--- config.mk ---
export PLATFORM = sky130hd
export DESIGN_NAME = apb_req_arbiter
export DESIGN_NICKNAME = d
export VERILOG_FILES = /design/src/rtl/apb_req_arbiter.sv
export SDC_FILE = /design/constraint.sdc
export NUM_CORES = 1
export LEC_CHECK = 0
export BUFFER_PORTS_ARGS = -buffer_cell sky130_fd_sc_hd__buf_4
export CAP_MARGIN = 20
export CORE_ASPECT_RATIO = 0.8
export CORE_MARGIN = 3
export CORE_UTILIZATION = 38
export CTS_CLUSTER_DIAMETER = 80
export DETAILED_ROUTE_END_ITERATION = 8
export PLACE_DENSITY = 0.66
export SYNTH_ARGS = -nofsm -noshare
export SYNTH_HDL_FRONTEND = slang
export SYNTH_SLANG_ARGS = --single-unit
--- constraint.sdc ---
create_clock -name pclk -period 1.6 [get_ports pclk]
set_input_delay 0.24 -clock pclk [delete_from_list [all_inputs] [get_ports pclk]]
set_output_delay 0.24 -clock pclk [all_outputs]
set_load 0.01 [all_outputs]
--- src/rtl/apb_req_arbiter.sv ---
// ---------------------------------------------------------------------------
// apb_req_arbiter : two-requester round-robin arbiter/sequencer for an APB master
// Revision: 1.0
// ---------------------------------------------------------------------------
`default_nettype none

module apb_req_arbiter #(
  parameter int ADDR_WIDTH = 8,
  parameter int DATA_WIDTH = 8,
  parameter int TIMEOUT    = 16
) (
  input  logic                  pclk,
  input  logic                  presetn,
  input  logic                  m0_req,
  input  logic                  m0_rw,
  input  logic [ADDR_WIDTH-1:0] m0_addr,
  input  logic [DATA_WIDTH-1:0] m0_wdata,
  output logic                  m0_done,
  output logic                  m0_err,
  input  logic                  m1_req,
  input  logic                  m1_rw,
  input  logic [ADDR_WIDTH-1:0] m1_addr,
  input  logic [DATA_WIDTH-1:0] m1_wdata,
  output logic                  m1_done,
  output logic                  m1_err,
  output logic [DATA_WIDTH-1:0] rdata,
  output logic                  busy,
  output logic                  transfer,
  output logic                  read_write,
  output logic [ADDR_WIDTH-1:0] apb_read_paddr,
  output logic [ADDR_WIDTH-1:0] apb_write_paddr,
  output logic [DATA_WIDTH-1:0] apb_write_data,
  input  logic [DATA_WIDTH-1:0] prdata,
  input  logic                  pready
);

  typedef enum logic [1:0] {
    S_IDLE     = 2'd0,
    S_ACCESS   = 2'd1,
    S_COMPLETE = 2'd2
  } state_t;

  localparam logic [7:0] C_CNT_LAST = 8'(TIMEOUT - 1);

  state_t                state_q, state_d;
  logic                  rr_ptr_q, rr_ptr_d;
  logic                  gnt_id_q, gnt_id_d;
  logic                  cmd_rw_q, cmd_rw_d;
  logic [ADDR_WIDTH-1:0] cmd_addr_q, cmd_addr_d;
  logic [DATA_WIDTH-1:0] cmd_wdata_q, cmd_wdata_d;
  logic [7:0]            cnt_q, cnt_d;
  logic [DATA_WIDTH-1:0] rdata_q, rdata_d;
  logic [1:0]            done_q, done_d;
  logic [1:0]            err_q, err_d;
  logic                  w_gnt;

  always_ff @(posedge pclk or negedge presetn) begin
    if (!presetn) begin
      state_q     <= S_IDLE;
      rr_ptr_q    <= 1'b0;
      gnt_id_q    <= 1'b0;
      cmd_rw_q    <= 1'b0;
      cmd_addr_q  <= '0;
      cmd_wdata_q <= '0;
      cnt_q       <= '0;
      rdata_q     <= '0;
      done_q      <= '0;
      err_q       <= '0;
    end else begin
      state_q     <= state_d;
      rr_ptr_q    <= rr_ptr_d;
      gnt_id_q    <= gnt_id_d;
      cmd_rw_q    <= cmd_rw_d;
      cmd_addr_q  <= cmd_addr_d;
      cmd_wdata_q <= cmd_wdata_d;
      cnt_q       <= cnt_d;
      rdata_q     <= rdata_d;
      done_q      <= done_d;
      err_q       <= err_d;
    end
  end

  always_comb begin
    state_d     = state_q;
    rr_ptr_d    = rr_ptr_q;
    gnt_id_d    = gnt_id_q;
    cmd_rw_d    = cmd_rw_q;
    cmd_addr_d  = cmd_addr_q;
    cmd_wdata_d = cmd_wdata_q;
    cnt_d       = cnt_q;
    rdata_d     = rdata_q;
    done_d      = 2'b00;
    err_d       = 2'b00;
    // A lone m1 request selects 1, a lone m0 request selects 0.
    w_gnt       = (m0_req && m1_req) ? rr_ptr_q : m1_req;

    case (state_q)
      S_IDLE: begin
        if (m0_req || m1_req) begin
          gnt_id_d    = w_gnt;
          cmd_rw_d    = w_gnt ? m1_rw    : m0_rw;
          cmd_addr_d  = w_gnt ? m1_addr  : m0_addr;
          cmd_wdata_d = w_gnt ? m1_wdata : m0_wdata;
          cnt_d       = '0;
          state_d     = S_ACCESS;
        end
      end
      S_ACCESS: begin
        cnt_d = cnt_q + 8'd1;
        // pready in the last allowed cycle wins over the watchdog.
        if (pready) begin
          if (!cmd_rw_q) begin
            rdata_d = prdata;
          end
          done_d[gnt_id_q] = 1'b1;
          state_d          = S_COMPLETE;
        end else if (cnt_q == C_CNT_LAST) begin
          done_d[gnt_id_q] = 1'b1;
          err_d[gnt_id_q]  = 1'b1;
          state_d          = S_COMPLETE;
        end
      end
      S_COMPLETE: begin
        rr_ptr_d = ~gnt_id_q;
        state_d  = S_IDLE;
      end
      default: begin
        state_d = S_IDLE;
      end
    endcase
  end

  assign transfer        = (state_q == S_ACCESS);
  assign busy            = (state_q != S_IDLE);
  assign read_write      = cmd_rw_q;
  assign apb_read_paddr  = cmd_addr_q;
  assign apb_write_paddr = cmd_addr_q;
  assign apb_write_data  = cmd_wdata_q;
  assign rdata           = rdata_q;
  assign m0_done         = done_q[0];
  assign m1_done         = done_q[1];
  assign m0_err          = err_q[0];
  assign m1_err          = err_q[1];

endmodule

`default_nettype wire

### Word level (Yosys, flattened, before mapping)

Cells that the tools add are included.
Widths: inputs -> output; s select.

* register bits: 41
* input port bits: 47

* add/sub/neg operators: 1
* order comparisons: 2
* equality and inequality tests: 5
* multiplexer cells: 17
* bitwise gates (word level): 2
* reductions and logical operators: 10

Operators by type and width (count)
* $mux 8: 3
* $mux 2: 8
* $pmux 8 s2: 1
* $add 8x1->8 const B: 1
* $eq 8x4->1 const B: 1
* $reduce_and 2->1: 3
* $pmux 2 s2: 1
* $reduce_bool 2->1: 2
* $mux 1: 3
* $ne 3x1->1 const B: 1
* $reduce_and 3->1: 1
* $eq 2x1->1 const B: 1
* $eq 2x2->1 const B: 1
* $logic_and 1x1->1: 2
* $logic_not 2->1: 1
* $lt 1x2->1 const B: 1
* $ne 2x2->1 const B: 1
* $not 1->1: 2
* $demux 1 s1: 1
* $ge 1x1->1 const B: 1
* $logic_or 1x1->1: 1

### Logic depth before layout (Yosys ltp)

* depth after elaboration: 7
* depth in mapped cells: 5
* depth with buffers taken out: 4

### Least setup slack after synthesis

No wires, ideal clock.

* kind: reg-to-reg
* from: register state_q[1]
* to: register rdata_q[0] (netlist: rdata[0])
* arrival time: 1.422 ns
* setup slack: 0.053 ns
* cell stages (with the launch flop): 5
* period minus slack after synthesis: 1.547 ns
* cell sequence: dfrtp_1 -> nand2b_1 -> buf_6 -> nor3b_4 -> mux2_2

* longest elaborated chain between the ends: 2

RTL lines
* from (decl): line 45 `state_t state_q, state_d;`
* from (signal assigned): line 70 `state_q <= state_d;`
* $eq 2x1->1: line 97 `case (state_q)`
* $reduce_and 3->1 (no line)
* to (signal assigned): line 77 `rdata_q <= rdata_d;`
* to (decl): line 52 `logic [DATA_WIDTH-1:0] rdata_q, rdata_d;`

Every way passes these cells.
A chain may end at the register's enable or synchronous reset.

### Worst setup path after layout

* from: register state_q[0]
* to: output port transfer

* longest elaborated chain between the ends: 1

RTL lines
* $eq 2x1->1: line 133 `assign transfer = (state_q == S_ACCESS);`
* to (decl): line 28 `output logic transfer,`

Every way passes these cells.

==> out/results.txt <==
Status: finished clean
Hold Path Class: in -> reg
FF-to-FF End: cnt_q[6]$_DFFE_PN0P_
Count of cell types in the netlist: 36
R2R depth: 4
Row count: 23
WHS Path Cells: 2
Via-to-Cell Ratio: 5.327
Cell area after synthesis: 2007 sq um
Crit end category: output port
Reg clk slew, reported paths: 0.07 ns
Static leakage: 1.301 nW
H-tree depth: 2
Pre-antenna DRT Iters: 4
DRC viols: 0
Layout area overhead: 40.77%
Worst Slack Setup Final: 0.07844 ns
Hold path startpoint: pready
Dpl hpwl: 3940 um
Worst-skew pair later-pin latency: 0.29 ns
Synthesized instance count: 194
Worst Max-Slew Pin Slew: 0.5189 ns
Mean Syn Cell Area: 10.34 sq um
Final setup fails: 0
Max transition margin: 0.6541
Final Cycle Share: 0.9510
Mux contribution to synthesized area: 0.06983
WL per Instance: 15.91 um
Power density over the cells: 1730 nW/um^2
Final hold vios: 0
Post-synthesis sequential area ratio: 0.5112
N_diodes: 0
Synthesis-stage register bit count: 41
Number of DRC markers in iteration 0: 153
Die Y-Extent: 71 um
FF-to-FF Start: cnt_q[1]$_DFFE_PN0P_
Post-synth EDFFs: 0
Num CTS Buffers: 5
Peak supply drop: 0.0007427 V
CP peak stage delay: 0.45 ns
Clk_skew: 0.005641 ns
DR vias: 1827
Initial antenna violation count: 0
Final core utilization: 0.5578
Vias in the first global route: 1837
Critical Path AT: 1.28 ns
Initial Util: 0.3962
Fraction of registers with async set/reset: 1.000
Reg2reg setup slack: 0.13 ns
GRT Residual Overflow: 0
Slew Viols, Final: 0
Crit Path Max Fanout: 6
Simple-gate portion of the synthesized area: 0.09788
Share of cells above drive strength 1: 0.4342
XOR/XNOR Fraction of Synth Area: 0
Fin Hold WS: 0.1414 ns
CTS sink cnt: 41
Pre-CTS setup slack: -0.0004117 ns
Multi-input gate area: 850.8 sq um
IO Count: 86
Required time of the critical path: 1.36 ns
Crit-path slowest cell: dfrtp_2
Crit path time final: 1.522 ns
Post-synthesis adder-cell area fraction: 0.006234
First-pass GRT wire length: 8956 um
Die Wd: 87.25 um
Core footprint: 5065 sq um
Largest family of logic cells by synthesized area: compound AO/OA/AOI/OAI gates
MaxCap Viol Count: 0
Nets@finish: 329
Root Buffer: clkbuf_8
Syn Nets: 242
Placer Congestion: 0.7836
Synth Flop Type: dfrtp_1
Global Route Usage Sum: 0.1825
Most frequent cells in the layout: buf_4 (98), dfrtp_1 (40), o21ai_0 (22), a21oi_1 (20), a31oi_1 (18)
Most common cell after layout, fill and taps aside: buf_4
Hold Path End: err_q[1]$_DFF_PN0_
Seq. cell area: 1027 sq um
Crit path kind: reg -> out
CP Launch Type: flip-flop
Synth Warn #: 0
Largest net degree at the start of global routing: 42
FILL cells: 466
Die area: 6195 sq um
Worst path cell trace: nand2b_4 > buf_6 > clkinvlp_4 > buf_4
Max Fclk: 0.6572 GHz
Synth Area in Compound Gates: 0.2438
Routed WL: 5456 um
Routed Antenna Nets: 0
CTS tree: yes
PortBufs: 85
Clk buf depth: 2
## how the worst max path moves through the flow
stage / cells after the start / to / start
final: 4 / transfer / state_q[0]$_DFFE_PN0P_
after global routing: 4 / transfer / state_q[0]$_DFFE_PN0P_
after CTS: 4 / transfer / state_q[1]$_DFFE_PN0P_
after detailed placement: 4 / cnt_q[1]$_DFFE_PN0P_ / state_q[0]$_DFFE_PN0P_
after global placement: 3 / rdata[2]$_DFFE_PN0P_ / state_q[1]$_DFFE_PN0P_
after floorplan: 4 / rdata[0]$_DFFE_PN0P_ / state_q[1]$_DFFE_PN0P_
## kinds of logic (layout without fill, tap and decap cells)
logic type      count (synthesis)  in the layout
flops                          41             41
fa+ha+maj                       1              1
mux                            13             13
buf+inv                        26            113
compound gates                 82             82
simple gates                   31             31
## registers in the layout, indices dropped and copies added, names as in the netlist
| name | cells |
|---|---|
| apb_write_data | 8 |
| done_q | 2 |
| err_q | 2 |
| rdata | 8 |
| rr_ptr_q | 1 |
| gnt_id_q | 1 |
| state_q | 2 |
| read_write | 1 |
| cnt_q | 8 |
| apb_read_paddr | 8 |
## Yosys cell counts, drive strengths merged (3+ instances only)
cell type   n  share of area
dfrtp      41           0.51
buf        13          0.047
mux2        8          0.045
mux2i       5          0.025
nor2        4          0.012
clkbuf      7          0.013
nor3b       3          0.017
a21oi      20          0.050
a31oi      18          0.056
o21ai      22          0.055
nand2       8          0.015
o211ai     17          0.064
inv         5         0.0094
## power breakdown
group          total [mW]  internal, mW  leakage (nW)  switching (mW)
Clock               0.673         0.342        0.0443           0.331
Sequential           1.79          1.46         0.497           0.330
Combinational        2.42          1.24         0.759            1.18
## cell type report
class	count	share of cell area
clock buffer	7	0.03056
inverter	6	0.009300
multi-input combinational	127	0.3012
sequential	41	0.3636
tap	62	0.02746
timing repair buffer	100	0.2679
## through the flow
stage | total power [mW] | std cells | setup TNS (ns) | cell area, sq um
after detailed placement | 4.136 | 332 | -0.0004117 | 2685
after global placement | 4.087 | 332 | 0 | 2685
after floorplan | 3.060 | 194 | 0 | 2007
after CTS | 4.875 | 340 | 0 | 2801
after global routing | 5.250 | 343 | -0.0001752 | 2825
final | 4.888 | 343 | 0 | 2825
## critical path: cells and delay by family, from the launching register on
family / cells / cell delay (ns)
flip-flops: 1 / 0.45
buffers and inverters: 3 / 0.43
AND/OR/NAND/NOR: 1 / 0.12
## per-layer routing
| layer | track usage | up-vias | share of wire | wire length, um |
|---|---|---|---|---|
| li1 | - | 897 | - | - |
| met1 | 0.2835 | 844 | 0.48 | 2605 |
| met2 | 0.2533 | 82 | 0.42 | 2293 |
| met3 | 0.05704 | 4 | 0.097 | 530 |
| met4 | 0.02726 | 0 | 0.0049 | 27 |
| met5 | 0 | - | 0 | 0 |
## timing repair
action	4_1_cts	5_1_grt
gates resized for setup	5	1
endpoints found under the setup margin	3	1
endpoints found under the hold margin	41	0
hold buffers	1	0
setup buffers	0	3
Power figures use the tool's default switching activity.
